[config.mk]
export PLATFORM = sky130hd
export DESIGN_NAME = tube_disp_sched
export DESIGN_NICKNAME = d
export VERILOG_FILES = /design/src/rtl/tube_disp_sched.sv
export SDC_FILE = /design/constraint.sdc
export NUM_CORES = 1
export LEC_CHECK = 0
export ABC_AREA = 0
export BUFFER_PORTS_ARGS = -buffer_cell sky130_fd_sc_hd__buf_2
export CAP_MARGIN = 20
export CELL_PAD_IN_SITES_DETAIL_PLACEMENT = 1
export CELL_PAD_IN_SITES_GLOBAL_PLACEMENT = 1
export CORE_MARGIN = 1.5
export CORE_UTILIZATION = 35
export DETAILED_ROUTE_END_ITERATION = 6
export GPL_TIMING_DRIVEN = 0
export PLACE_DENSITY_LB_ADDON = 0.1
export RECOVER_POWER = 100
export SLEW_MARGIN = 20
export SYNTH_ARGS = -nofsm -noshare
export SYNTH_HDL_FRONTEND = slang
export SYNTH_SLANG_ARGS = --single-unit
[constraint.sdc]
create_clock -name clk -period 1.8 [get_ports clk]
set_input_delay 0.09 -clock clk [delete_from_list [all_inputs] [get_ports clk]]
set_output_delay 0.09 -clock clk [all_outputs]
set_load 0.1 [all_outputs]
[src/rtl/tube_disp_sched.sv]
// tube_disp_sched: shares the 4-digit tube driver between a background
// value and two prioritised, acked display requesters with a fixed hold.
module tube_disp_sched #(
    parameter int CLK_FREQ = 50_000_000,
    parameter int HOLD_MS  = 2000
) (
    input  logic        clk,
    input  logic        rst_n,
    input  logic [15:0] bg_data,
    input  logic        req0,
    input  logic [15:0] data0,
    output logic        ack0,
    input  logic        req1,
    input  logic [15:0] data1,
    output logic        ack1,
    output logic [3:0]  d0,
    output logic [3:0]  d1,
    output logic [3:0]  d2,
    output logic [3:0]  d3,
    output logic [1:0]  src
);

    localparam int          MS        = CLK_FREQ / 1000;
    localparam logic [15:0] MS_LAST   = 16'(MS - 1);
    localparam logic [15:0] HOLD_INIT = 16'(HOLD_MS - 1);

    typedef enum logic [1:0] {
        IDLE  = 2'b00,
        SHOW0 = 2'b01,
        SHOW1 = 2'b10
    } state_t;

    state_t      state, state_nx;
    logic [15:0] ms_cnt, ms_nx;
    logic [15:0] hold_cnt, hold_nx;
    logic [15:0] disp_reg, disp_nx;
    logic [15:0] dout, dout_nx;
    logic        ack0_nx, ack1_nx;
    logic        busy, acc0, acc1, tick;

    // Arbitration, hold timing and next display value.
    always_comb begin
        busy     = ack0 | ack1;
        acc0     = req0 & ~busy;
        acc1     = req1 & ~busy & ~req0 & (state != SHOW0);
        tick     = (ms_cnt == MS_LAST);
        state_nx = state;
        hold_nx  = hold_cnt;
        disp_nx  = disp_reg;
        ms_nx    = tick ? 16'd0 : ms_cnt + 16'd1;
        ack0_nx  = 1'b0;
        ack1_nx  = 1'b0;
        unique case (1'b1)
            acc0: begin
                state_nx = SHOW0;
                disp_nx  = data0;
                hold_nx  = HOLD_INIT;
                ms_nx    = 16'd0;
                ack0_nx  = 1'b1;
            end
            acc1: begin
                state_nx = SHOW1;
                disp_nx  = data1;
                hold_nx  = HOLD_INIT;
                ms_nx    = 16'd0;
                ack1_nx  = 1'b1;
            end
            default: begin
                if (state != IDLE && tick) begin
                    if (hold_cnt == 16'd0) state_nx = IDLE;
                    else hold_nx = hold_cnt - 16'd1;
                end
            end
        endcase
        if (acc0 | acc1)         dout_nx = disp_nx;
        else if (state == IDLE)  dout_nx = bg_data;
        else                     dout_nx = disp_reg;
    end

    // State, counters and registered outputs.
    always_ff @(posedge clk) begin
        if (!rst_n) begin
            state    <= IDLE;
            ms_cnt   <= 16'd0;
            hold_cnt <= 16'd0;
            disp_reg <= 16'd0;
            dout     <= 16'd0;
            ack0     <= 1'b0;
            ack1     <= 1'b0;
        end else begin
            state    <= state_nx;
            ms_cnt   <= ms_nx;
            hold_cnt <= hold_nx;
            disp_reg <= disp_nx;
            dout     <= dout_nx;
            ack0     <= ack0_nx;
            ack1     <= ack1_nx;
        end
    end

    assign src = state;
    assign d0  = dout[3:0];
    assign d1  = dout[7:4];
    assign d2  = dout[11:8];
    assign d3  = dout[15:12];

endmodule

# Yosys cells after proc, flatten, opt, wreduce, memory -nomap -nowiden
# Cells that the tools add are included.
dict set report word_totals {
  regBits 68
  output_inout_bits 20
}
dict set report op_classes {
  n_addsub 2
  n_eq_ne 3
  muxes 11
  bitwise_logic 10
  n_reduce_logical 13
}
# operator count
set op_table {}
lappend op_table {{two-way mux 11 bit} 3}
lappend op_table {{two-way mux 16 bit} 2}
lappend op_table {{case mux 16 bit (2 select lines)} 1}
lappend op_table {{adder 16 x 1 -> 16 bit, second input constant} 1}
lappend op_table {{equality test 16 bit, second input constant} 1}
lappend op_table {{zero test 16 bit} 1}
lappend op_table {{subtractor 16 x 1 -> 16 bit, second input constant} 1}
lappend op_table {{AND reduction 2 bit} 3}
lappend op_table {{nonzero test 3 bit} 2}
lappend op_table {{bitwise AND 1 bit} 4}
lappend op_table {{two-way mux 2 bit} 2}
lappend op_table {{NOT 1 bit} 4}
lappend op_table {{case mux 2 bit (2 select lines)} 1}
lappend op_table {{nonzero test 2 bit} 2}
lappend op_table {{OR reduction 4 bit} 1}
lappend op_table {{OR reduction 3 bit} 1}
lappend op_table {{zero test 2 bit} 1}
lappend op_table {{two-way mux 1 bit} 2}
lappend op_table {{!= test 2 x 1 -> 1 bit, second input constant} 1}
lappend op_table {{!= test 2 bit, second input constant} 1}
lappend op_table {{bitwise OR 1 bit} 2}
lappend op_table {{OR reduction 2 bit} 1}
lappend op_table {{logical AND 1 bit} 1}

# Longest topological paths before layout
dict set report depth {
  ltp_word 8
  ltp_mapped 7
}

# Worst setup path before layout
# Ideal clock, no wire load.
dict set report synth_path {
  kind {flip-flop to flip-flop}
  from {register state[1] (netlist: src[1])}
  to {register hold_cnt[15]}
  setup_ps 118
  arrival_time_ps 2226
  slack_ps -544
  stages_incl_launch_ff 7
  path_buffers 1
  cell_sequence {dfxtp_1 -> o2111a_1 -> nand4_1 -> buf_2 -> nor4_2 -> nand2_1 -> mux2i_1}
}
dict set report synth_between {
  elab_chain_cells 3
  elab_cells_between_ends 6
  classes_between {eq/ne: 1; bitwise: 1; reduce/logical: 4}
}
# item line
set synth_rtl {}
lappend synth_rtl {{from (decl)} 33} ;# state_t state, state_nx;
lappend synth_rtl {{from (signal assigned)} 91} ;# state <= state_nx;
lappend synth_rtl {{!= test 2 x 1 -> 1 bit or nonzero test 2 bit (tied branches)} {45, 69}}
lappend synth_rtl {{bitwise AND 1 bit or logical AND 1 bit (tied branches)} {45, 69}}
lappend synth_rtl {{OR reduction 3 bit (no source line) or AND reduction 2 bit (tied branches)} n/a}
lappend synth_rtl {{to (signal assigned)} 93} ;# hold_cnt <= hold_nx;
lappend synth_rtl {{to (decl)} 35} ;# logic [15:0] hold_cnt, hold_nx;
# Parallel ways exist; a longest one is shown, timed or not.
# A chain may end at the register's enable or synchronous reset.

# Final worst setup path
dict set report layout_path {
  from {register hold_cnt[1]}
  to {register hold_cnt[14]}
}
dict set report layout_between {
  elab_chain_cells 3
  elab_cells_between_ends 4
  classes_between {add/sub: 1; bitwise: 1; reduce/logical: 2}
}
# item
set layout_rtl {}
lappend layout_rtl {{parallel branches: the longest is 3 deep, another holds subtractor 16 x 1 -> 16 bit}}
# Parallel ways; which one is timed is not known.

==> impl_metrics.csv <==
group,metric,value,unit
die,coreArea,7848,sq um
final_layout,antenna-diode-count,0,
grt,grt_max_degree,13,
drt,drtIter0Drc,72,
final_layout,stdcell_count,557,
sta,final_hold_viol_count,0,
synthesis,ys_types,43,
grt,grt_pass1_vias,2898,
drt,num_vias,2788,
clock_tree,clockRootBuffer,"clkbuf_8",
sta,relSlewSlack,0.3613,
drt,wl_per_cell,16.34,um
synthesis,ys.warnings.count,0,
clock_tree,cts.sinks,68,
setup_path,critPathLaunchType,"flip-flop",
sta,fmax,524.9,MHz
die,dieArea,8768,sq um
outcome,outcome,"finished with violations",
setup_path,crit_chain,"inv_2 -> ha_4 -> or3b_4 -> or2_4 -> nor4_4 -> xnor2_1 -> nor2_2",
sta,skew,0.01025,ns
sta,rsz0062_at_grt,"true",
die,die_w,93.64,um
setup_path,arrival,2.14,ns
outcome,violations,"setup timing",
grt,grt_usage,0.2056,
power_and_ir_drop,peakVddDrop,0.5715,mV
clock_tree,htreeDepth,3,
final_layout,drive_above_1_share,0.4132,
clock_tree,clockBufferDepth,2,
clock_tree,cts_tree,"yes",
placed_design,pre_cts_slack,-0.4506,ns
sta,tightest_slew,0.9492,ns
drt,drc,0,
clock_tree,path_clk_slew,0.08,ns
run,drv_cap,0,
synthesis,ys_seq_elements,68,
power_and_ir_drop,power.leakage,1.899,nW
placed_design,gp_congestion,0.7296,
synthesis,seq_area_frac_synth,0.4735,
power_and_ir_drop,powerDensity,856.0,nW/um^2
final_layout,final_common_cell,"buf_2",
synthesis,syn_nets,362,
drt,routed_via_density,5.005,
clock_tree,clkLatencyLatePin,0.35,ns
die,die_height,93.64,um
sta,min_period_over_period,1.058,
drt,first_pass_iters,4,
sta,setup-tns-final,-0.5117,ns
synthesis,synth_cells,308,
final_layout,synthToLayoutAreaGrowth,51.91,%
final_layout,mostFrequentLayoutCells,"buf_2 (54), dfxtp_1 (51), nand2_1 (38), nor2_1 (31), dlygate4sd3_1 (29)",
final_layout,n_fill_cell,932,
clock_tree,numCtsBuffers,9,
setup_path,path_max_fanout,5,
worst_hold_path,min_path_type,"input port to flip-flop",
setup_path,required,2.04,ns
grt,globalRouteOverflowTotal,0,
power_and_ir_drop,p_total,0.003739,W
placed_design,hpwl,5.460,mm
setup_path,cp_slowest_cell,"or3b_4",
setup_path,slowest_delay,0.42,ns
setup_path,end_kind,"flip-flop",
synthesis,synth_edf_count,0,
placed_design,io_buffer_count,71,
synthesis,synth_flop_cell,"dfxtp_1",
sta,maxSlewViolCount,0,
setup_path,crit_type,"flip-flop to flip-flop",
placed_design,dp.cells,481,
die,row_count,32,
sta,setup_viol,11,
grt,antenna_found_initial,0,
sta,timing.final.ws_setup,-0.1051,ns
sta,period_needed,1.905,ns
grt,grt_pass1_wl,13.68,mm
drt,routed_wl,9.102,mm
final_layout,final_nets,504,
drt,ant_nets,0,
synthesis,synth_area_per_cell,9.335,sq um
die,initial_core_util,0.3664,
synthesis,ys_async_sr_fraction,0,
die,io_pins,72,
synthesis,synth_area,2875,sq um
metrics by stage:
stage	hold slack, ns	cell area (sq um)	utilization
2_1_floorplan	0.2076	2908	-
3_3_place_gp	0.3199	3391	0.4321
3_5_place_dp	0.3265	3391	0.4321
4_1_cts	0.006863	4130	0.5263
5_1_grt	0.009021	4368	0.5566
6_report	0.01354	4368	0.5566
routing by layer:
| metal | GRT usage | part of all wire |
|---|---|---|
| met1 | 0.2270 | 0.40 |
| met2 | 0.3708 | 0.55 |
| met3 | 0.04715 | 0.030 |
| met4 | 0.09453 | 0.019 |
| met5 | 0 | 0 |
path summary, 6_finish.rpt:
| kind | from | endpoint | slack [ns] | depth (start not counted) |
|---|---|---|---|---|
| hold / removal | data0[12] | disp_reg[12] | 0.01 | 3 |
| setup / recovery | hold_cnt[1] | hold_cnt[14] | -0.11 | 7 |
| setup reg to reg | hold_cnt[1] | hold_cnt[14] | -0.11 | 7 |
| hold reg to reg | disp_reg[10] | disp_reg[10] | 0.44 | 2 |
area by class of cell:
| class | instances | area, sq um | share of cell area |
|---|---|---|---|
| plain buffers | 10 | 58.81 | 0.01346 |
| clock buffers | 9 | 123.9 | 0.02836 |
| clock inverters | 7 | 42.54 | 0.009739 |
| inverters | 7 | 26.28 | 0.006015 |
| multi-input cells | 222 | 1667 | 0.3816 |
| flip-flops and latches | 68 | 1400 | 0.3205 |
| well taps | 102 | 127.6 | 0.02922 |
| repair buffers | 132 | 922.1 | 0.2111 |
Yosys cell counts (5+ instances only):
cell / number / area [sq um]
inv_1: 7 / 26.28
nand4_1: 5 / 31.28
clkbuf_1: 6 / 22.52
nor3_1: 6 / 30.03
a211oi_1: 6 / 45.04
dfxtp_1: 68 / 1361
a21oi_1: 7 / 35.03
nor2_1: 36 / 135.1
a22oi_1: 16 / 120.1
xor2_1: 8 / 70.07
nand3_1: 7 / 35.03
o21ai_0: 17 / 85.08
nand2_1: 38 / 142.6
mux2i_1: 18 / 180.2
xnor2_1: 17 / 148.9
what timing repair did:
item                       CTS  global route
gates cloned                 1             0
setup buffers               17            14
hold endpoints to repair    25             0
pin swaps                   13            22
gates resized for setup     43            32
hold buffers                29             0
setup endpoints to repair   56            53
critical path, delay by kind of cell, from the launching register on:
kind          cells  cell delay, ns
buf+inv           1            0.07
simple gates      4            1.08
fa+ha+maj         1            0.13
flops             1            0.34
xor+xnor          1            0.16
power breakdown:
part | internal [W] | switching, W | total (W)
sequential | 0.00160 | 0.0000605 | 0.00166
clock | 0.000492 | 0.000620 | 0.00111
combinational | 0.000318 | 0.000644 | 0.000962
total | 0.00241 | 0.00132 | 0.00374
cell families after synthesis:
logic type	synth area share
and+or+nand+nor	0.2254
DFF	0.4735
AOI/OAI and AO/OA	0.1288
xor gates and xnor gates	0.07615
buffers and inverters	0.02480
muxes	0.06266
adders and majority gates	0.008702
No activity file was read; power rests on OpenSTA's default activity.
